==> src/rtl/sid_envelope_pkg.sv <==
// Shared SID types plus the envelope rate and exponential-decay period helpers.
package sid;

  typedef logic [3:0]  reg4_t;
  typedef logic [7:0]  reg8_t;
  typedef logic [14:0] reg15_t;
  typedef logic [4:0]  exp_period_t;

  typedef struct packed {
    logic  gate;
    reg4_t attack;
    reg4_t decay;
    reg4_t sustain;
    reg4_t release_;
  } envelope_reg_t;

  typedef enum logic [1:0] {
    ATTACK        = 2'd0,
    DECAY_SUSTAIN = 2'd1,
    RELEASE       = 2'd2
  } envelope_state_e;

  function automatic reg15_t rate_period(input reg4_t idx);
    case (idx)
      4'd0:    rate_period = 15'd9;
      4'd1:    rate_period = 15'd32;
      4'd2:    rate_period = 15'd63;
      4'd3:    rate_period = 15'd95;
      4'd4:    rate_period = 15'd149;
      4'd5:    rate_period = 15'd220;
      4'd6:    rate_period = 15'd267;
      4'd7:    rate_period = 15'd313;
      4'd8:    rate_period = 15'd392;
      4'd9:    rate_period = 15'd977;
      4'd10:   rate_period = 15'd1954;
      4'd11:   rate_period = 15'd3126;
      4'd12:   rate_period = 15'd3907;
      4'd13:   rate_period = 15'd11720;
      4'd14:   rate_period = 15'd19532;
      default: rate_period = 15'd31251;
    endcase
  endfunction

  // The period only moves at these breakpoints, so it has hysteresis between them.
  function automatic exp_period_t exp_period_update(input reg8_t env, input exp_period_t cur);
    case (env)
      8'hFF:   exp_period_update = 5'd1;
      8'h5D:   exp_period_update = 5'd2;
      8'h36:   exp_period_update = 5'd4;
      8'h1A:   exp_period_update = 5'd8;
      8'h0E:   exp_period_update = 5'd16;
      8'h06:   exp_period_update = 5'd30;
      8'h00:   exp_period_update = 5'd1;
      default: exp_period_update = cur;
    endcase
  endfunction

endpackage

==> src/rtl/sid_envelope.sv <==
// SID ADSR envelope generator for one voice; all state advances on the phi2 strobe.
module sid_envelope
  import sid::*;
(
  input  logic          clk,
  input  logic          rst,
  input  logic          phi2,
  input  envelope_reg_t regs,
  output reg8_t         envelope
);

  envelope_state_e state_q, state_d;
  reg8_t           env_q, env_d;
  reg15_t          rate_cnt_q, rate_cnt_d;
  exp_period_t     exp_cnt_q, exp_cnt_d;
  exp_period_t     exp_per_q, exp_per_d;
  logic            hold_zero_q, hold_zero_d;
  logic            gate_prev_q, gate_prev_d;
  logic            gate_armed_q, gate_armed_d;

  reg15_t          period_s;
  logic            rate_event_s;
  logic            gate_rise_s;
  logic            gate_fall_s;

  assign envelope = env_q;

  // Next-state: gate edges, rate divider, exponential divider and envelope step.
  always_comb begin
    state_d      = state_q;
    env_d        = env_q;
    rate_cnt_d   = rate_cnt_q;
    exp_cnt_d    = exp_cnt_q;
    exp_per_d    = exp_per_q;
    hold_zero_d  = hold_zero_q;
    gate_prev_d  = gate_prev_q;
    gate_armed_d = gate_armed_q;
    period_s     = 15'd0;
    rate_event_s = 1'b0;
    // A gate already high when reset lifts is not an edge; it must be seen low first.
    gate_rise_s  = regs.gate & ~gate_prev_q & gate_armed_q;
    gate_fall_s  = ~regs.gate & gate_prev_q;

    if (phi2) begin
      gate_prev_d  = regs.gate;
      gate_armed_d = gate_armed_q | ~regs.gate;

      if (gate_rise_s) begin
        state_d     = ATTACK;
        hold_zero_d = 1'b0;
      end else if (gate_fall_s) begin
        state_d = RELEASE;
      end else begin
        state_d = state_q;
      end

      case (state_d)
        ATTACK:        period_s = rate_period(regs.attack);
        DECAY_SUSTAIN: period_s = rate_period(regs.decay);
        default:       period_s = rate_period(regs.release_);
      endcase

      // Free-running 15-bit counter: a period lowered below the count runs on past 0x7FFF.
      rate_cnt_d = rate_cnt_q + 15'd1;
      if (rate_cnt_d == period_s) begin
        rate_cnt_d   = 15'd0;
        rate_event_s = 1'b1;
      end else begin
        rate_event_s = 1'b0;
      end

      if (rate_event_s) begin
        if (state_d == ATTACK) begin
          exp_cnt_d = 5'd0;
          if (env_q != 8'hFF) begin
            env_d = env_q + 8'd1;
          end else begin
            env_d = env_q;
          end
          if (env_d == 8'hFF) begin
            state_d = DECAY_SUSTAIN;
          end else begin
            state_d = ATTACK;
          end
        end else begin
          exp_cnt_d = exp_cnt_q + 5'd1;
          if (exp_cnt_d == exp_per_q) begin
            exp_cnt_d = 5'd0;
            if (!hold_zero_d && (env_q != 8'h00) &&
                ((state_d == RELEASE) || (env_q != {regs.sustain, regs.sustain}))) begin
              env_d = env_q - 8'd1;
            end else begin
              env_d = env_q;
            end
          end else begin
            exp_cnt_d = exp_cnt_q + 5'd1;
          end
        end
      end else begin
        exp_cnt_d = exp_cnt_q;
      end

      if (env_d != env_q) begin
        exp_per_d = exp_period_update(env_d, exp_per_q);
      end else begin
        exp_per_d = exp_per_q;
      end

      if ((state_d != ATTACK) && (env_d == 8'h00)) begin
        hold_zero_d = 1'b1;
      end else begin
        hold_zero_d = hold_zero_d;
      end
    end else begin
      state_d = state_q;
    end
  end

  // State registers with synchronous reset.
  always_ff @(posedge clk) begin
    if (rst) begin
      state_q      <= RELEASE;
      env_q        <= 8'h00;
      rate_cnt_q   <= 15'd0;
      exp_cnt_q    <= 5'd0;
      exp_per_q    <= 5'd1;
      hold_zero_q  <= 1'b1;
      gate_prev_q  <= 1'b0;
      gate_armed_q <= 1'b0;
    end else begin
      state_q      <= state_d;
      env_q        <= env_d;
      rate_cnt_q   <= rate_cnt_d;
      exp_cnt_q    <= exp_cnt_d;
      exp_per_q    <= exp_per_d;
      hold_zero_q  <= hold_zero_d;
      gate_prev_q  <= gate_prev_d;
      gate_armed_q <= gate_armed_d;
    end
  end

endmodule

==> config.mk <==
export PLATFORM = sky130hd
export DESIGN_NAME = sid_envelope
export DESIGN_NICKNAME = d
export VERILOG_FILES = /design/src/rtl/sid_envelope_pkg.sv /design/src/rtl/sid_envelope.sv
export SDC_FILE = /design/constraint.sdc
export NUM_CORES = 1
export LEC_CHECK = 0
export ABC_AREA = 0
export BUFFER_PORTS_ARGS = -buffer_cell sky130_fd_sc_hd__buf_2
export CORE_ASPECT_RATIO = 0.9
export CORE_UTILIZATION = 40
export DETAILED_ROUTE_END_ITERATION = 7
export PLACE_DENSITY = 0.58
export SLEW_MARGIN = 20
export SYNTH_ARGS = -nofsm -noshare
export SYNTH_HDL_FRONTEND = slang
export SYNTH_SLANG_ARGS = --single-unit
==> constraint.sdc <==
create_clock -name clk -period 4.8 [get_ports clk]
set_input_delay 0.48 -clock clk [delete_from_list [all_inputs] [get_ports clk]]
set_output_delay 0.48 -clock clk [all_outputs]
set_load 0.01 [all_outputs]
==> reports/results.md <==
| Metric | Value |
|:---|:---|
| Initial core utilization | 0.411 |
| Cell family contributing the most delay on the critical path | simple AND/OR/NAND/NOR gates |
| Status | finished clean |
| Seq cells post-synth | 38 |
| Sum of negative setup slack | 0 ns |
| Worst Path Required | 4.98 ns |
| Max Transition Viols Final | 0 |
| Post-synth top area share | 0.161 |
| Buffers inserted during post-CTS setup optimization | 0 |
| Number of enable flip-flop cells after synthesis | 0 |
| Count of mapped cells out of synthesis | 619 |
| Routed length per instance | 16.3 µm |
| Critical path endpoint category | flop |
| Vias per std cell | 5.92 |
| Slowest stage cell on the critical path | dfxtp_1 |
| Std cell rows | 37 |
| Top_reg_cell synth | dfxtp_1 |
| Post-Synthesis Cell Area | 0.00472 mm² |
| Total power of the final layout | 930 µW |
| TritonCTS buffer count | 5 |
| Max IR drop VDD | 0.116 mV |
| Antenna violations before repair | 0 |
| Number of warning messages in the yosys log | 0 |
| Worst Clk Skew | 0.00707 ns |
| Half-perimeter wire length after placement | 9270 µm |
| Maxcap violations | 0 |
| Global-route usage over all layers | 0.215 |
| Fin crit share | 0.834 |
| Worst hold path class | reg2reg |
| CTS clock-pin slew for the worst setup and hold paths | 0.06 ns |
| Via count of the first global-routing pass | 4,076 |
| Antenna Cells | 0 |
| H-tree levels | 2 |
| Post-route antenna net violation count | 0 |
| Setup Viol. Count Final | 0 |
| Overflow after GRT | 0 |
| Worst Path Arrival | 4.18 ns |
| Nets@finish | 674 |
| Count of different cell masters after synthesis | 89 |
| Synth area leader | dfxtp_1 |
| Buf/Inv on CP | 1 |
| Iteration-0 DRC count of the detailed router | 339 |
| Die boundary height | 105 µm |
| Most common cell in the netlist | nor2_1 |
| Hold-fix buffers at CTS | 0 |
| Clock tree from TritonCTS | yes |
| Maximum number of pins on one net before global-route repair | 37 |
| Slew headroom | 0.471 |
| First-pass GRT wire length | 21,000 µm |
| Final count of hold timing violations | 0 |
| Die Area | 0.0122 mm² |
| Root buf cell | clkbuf_16 |
| CTS max path bufs | 2 |
| Proportion of synthesized chip area in sequential cells | 0.161 |
| Cell count of the worst hold path | 1 |
| Filler instances | 1,183 |
| Worst-path maximum fanout | 15 |
| Count of vias placed by the detailed router | 4,578 |
| Critical path depth in cells | 12 |
| First-pass detailed-route iteration total | 6 |
| Actual transition at the worst max-transition pin | 0.794 ns |
| Area growth syn-to-layout | 6.76% |
| Routed WL | 12,600 µm |
| Type of the setup path with the least slack | reg2reg |
| Time the final worst path needs with I/O delays and setup | 4.00 ns |
| Share of synthesized registers carrying an async set or reset | 0 |
| Highest cell delay on the worst timing path | 0.67 ns |
| Count of buffers from port buffering | 27 |
| DRC violations left | 0 |
| CP Cell Sequence | inv_1, ha_1, a32o_2, or4_4, nor3_2, a221oi_2, nor4_1, o2111ai_1, and4_4, a31oi_4, a21oi_1, a311oi_1 |
| Die Span X | 117 µm |
| Core ar. | 0.0115 mm² |
| Clk Latency, worst-skew pair | 0.29 ns |
| CTS resizes | 0 |
| Setup repair after global routing missed its margin | false |
| CTS sink count | 38 |
| Most frequent cells after synthesis | 49 x nor2_1, 43 x nand2_1, 41 x a21oi_1 |
| Post-Syn Nets | 677 |
| Leading cell types by total area after synthesis | dfxtp_1 16%, ha_1 10%, mux2i_1 6.8% |
| Maximum operating frequency | 250 MHz |
| RD Place Congestion | 0.962 |
| Proportion of layout cells with a drive suffix above 1 | 0.123 |
| Worst Setup Start Kind | flop |
| Leak Pwr | 2.04 nW |
| I/O pins | 28 |
| R2R cell count | 12 |
| Post-synthesis area per instance | 7.62 µm² |
| Final Hold Slack | 0.490 ns |
| Cell Pwr Density | 185 mW/mm² |
-- metrics by stage --
stage          std cells  utilization  setup WS (ns)  area (µm²)
6_report             773        0.439          0.799        5040
5_1_grt              773        0.439          0.531        5040
4_1_cts              773        0.439          0.906        5040
3_5_place_dp         765        0.426          0.878        4890
3_3_place_gp         765        0.426          0.923        4890
2_1_floorplan        619            -           1.19        4720
-- cells by family (layout without fill, tap and decap cells) --
| kind of cell | after synthesis | in the layout | synth area share |
|---|---|---|---|
| AO/OA/AOI/OAI | 152 | 152 | 0.221 |
| XOR/XNOR | 41 | 41 | 0.0790 |
| adder cells (fa/ha/maj) | 38 | 38 | 0.101 |
| buffers and inverters | 66 | 64 | 0.0615 |
| flip-flops | 38 | 38 | 0.161 |
| multiplexers | 39 | 39 | 0.0917 |
| AND/OR/NAND/NOR | 245 | 245 | 0.285 |
-- final cells by class --
class | count | area (µm²) | area share
Clock buffer | 6 | 139 | 0.0276
Clock inverter | 2 | 12.5 | 0.00248
Inverter | 24 | 90.1 | 0.0179
Multi-Input combinational cell | 515 | 3670 | 0.728
Sequential cell | 38 | 761 | 0.151
Tap cell | 156 | 195 | 0.0387
Timing Repair Buffer | 32 | 173 | 0.0343
-- routing by layer --
layer / routed length (µm) / track usage / up-vias
li1: - / - / 2277
met1: 6570 / 0.336 / 2130
met2: 5190 / 0.305 / 155
met3: 679 / 0.0302 / 16
met4: 149 / 0.0440 / 0
met5: 0 / 0 / -
-- registers in the layout, summed over array words and instances (netlist names) --
| signal | count |
|---|---|
| exp_cnt_q | 5 |
| gate_armed_q | 1 |
| hold_zero_q | 1 |
| rate_cnt_q | 15 |
| envelope | 8 |
| exp_per_q | 5 |
| gate_prev_q | 1 |
| state_q | 2 |
-- path summary, 6_finish.rpt --
check | startpoint | endpoint | slack [ns]
worst max-delay path | envelope[1]$_SDFFE_PP0P_ | exp_per_q[3]$_SDFFE_PP0P_ | 0.80
worst min-delay path | exp_per_q[2]$_SDFFE_PP0P_ | exp_per_q[2]$_SDFFE_PP0P_ | 0.49
worst max register to register | envelope[1]$_SDFFE_PP0P_ | exp_per_q[3]$_SDFFE_PP0P_ | 0.80
worst min register to register | exp_per_q[2]$_SDFFE_PP0P_ | exp_per_q[2]$_SDFFE_PP0P_ | 0.49
-- where the power goes --
| group | switching [mW] | internal (mW) |
|---|---|---|
| logic | 0.155 | 0.101 |
| registers | 0.00842 | 0.320 |
| clock network | 0.139 | 0.206 |
-- cell usage in the layout (no fill, tap or decap), types with 6 or more instances in the layout --
cell type,Yosys,final
nand2_1,43,43
buf_2,12,27
nand3_1,37,37
a21oi_1,41,41
nor2_1,49,49
ha_1,38,38
nor3_1,18,18
and3_1,20,20
nand2b_1,9,9
a31oi_1,7,7
nor2b_1,6,6
o21ai_0,32,32
nand3b_1,9,9
xor2_1,14,14
dfxtp_1,38,38
nand4_1,9,9
inv_1,23,23
a22oi_1,8,8
o22ai_1,11,11
xnor2_1,26,26
mux2i_1,32,32
nor4_1,9,9
(Power assumes the default switching activity.)
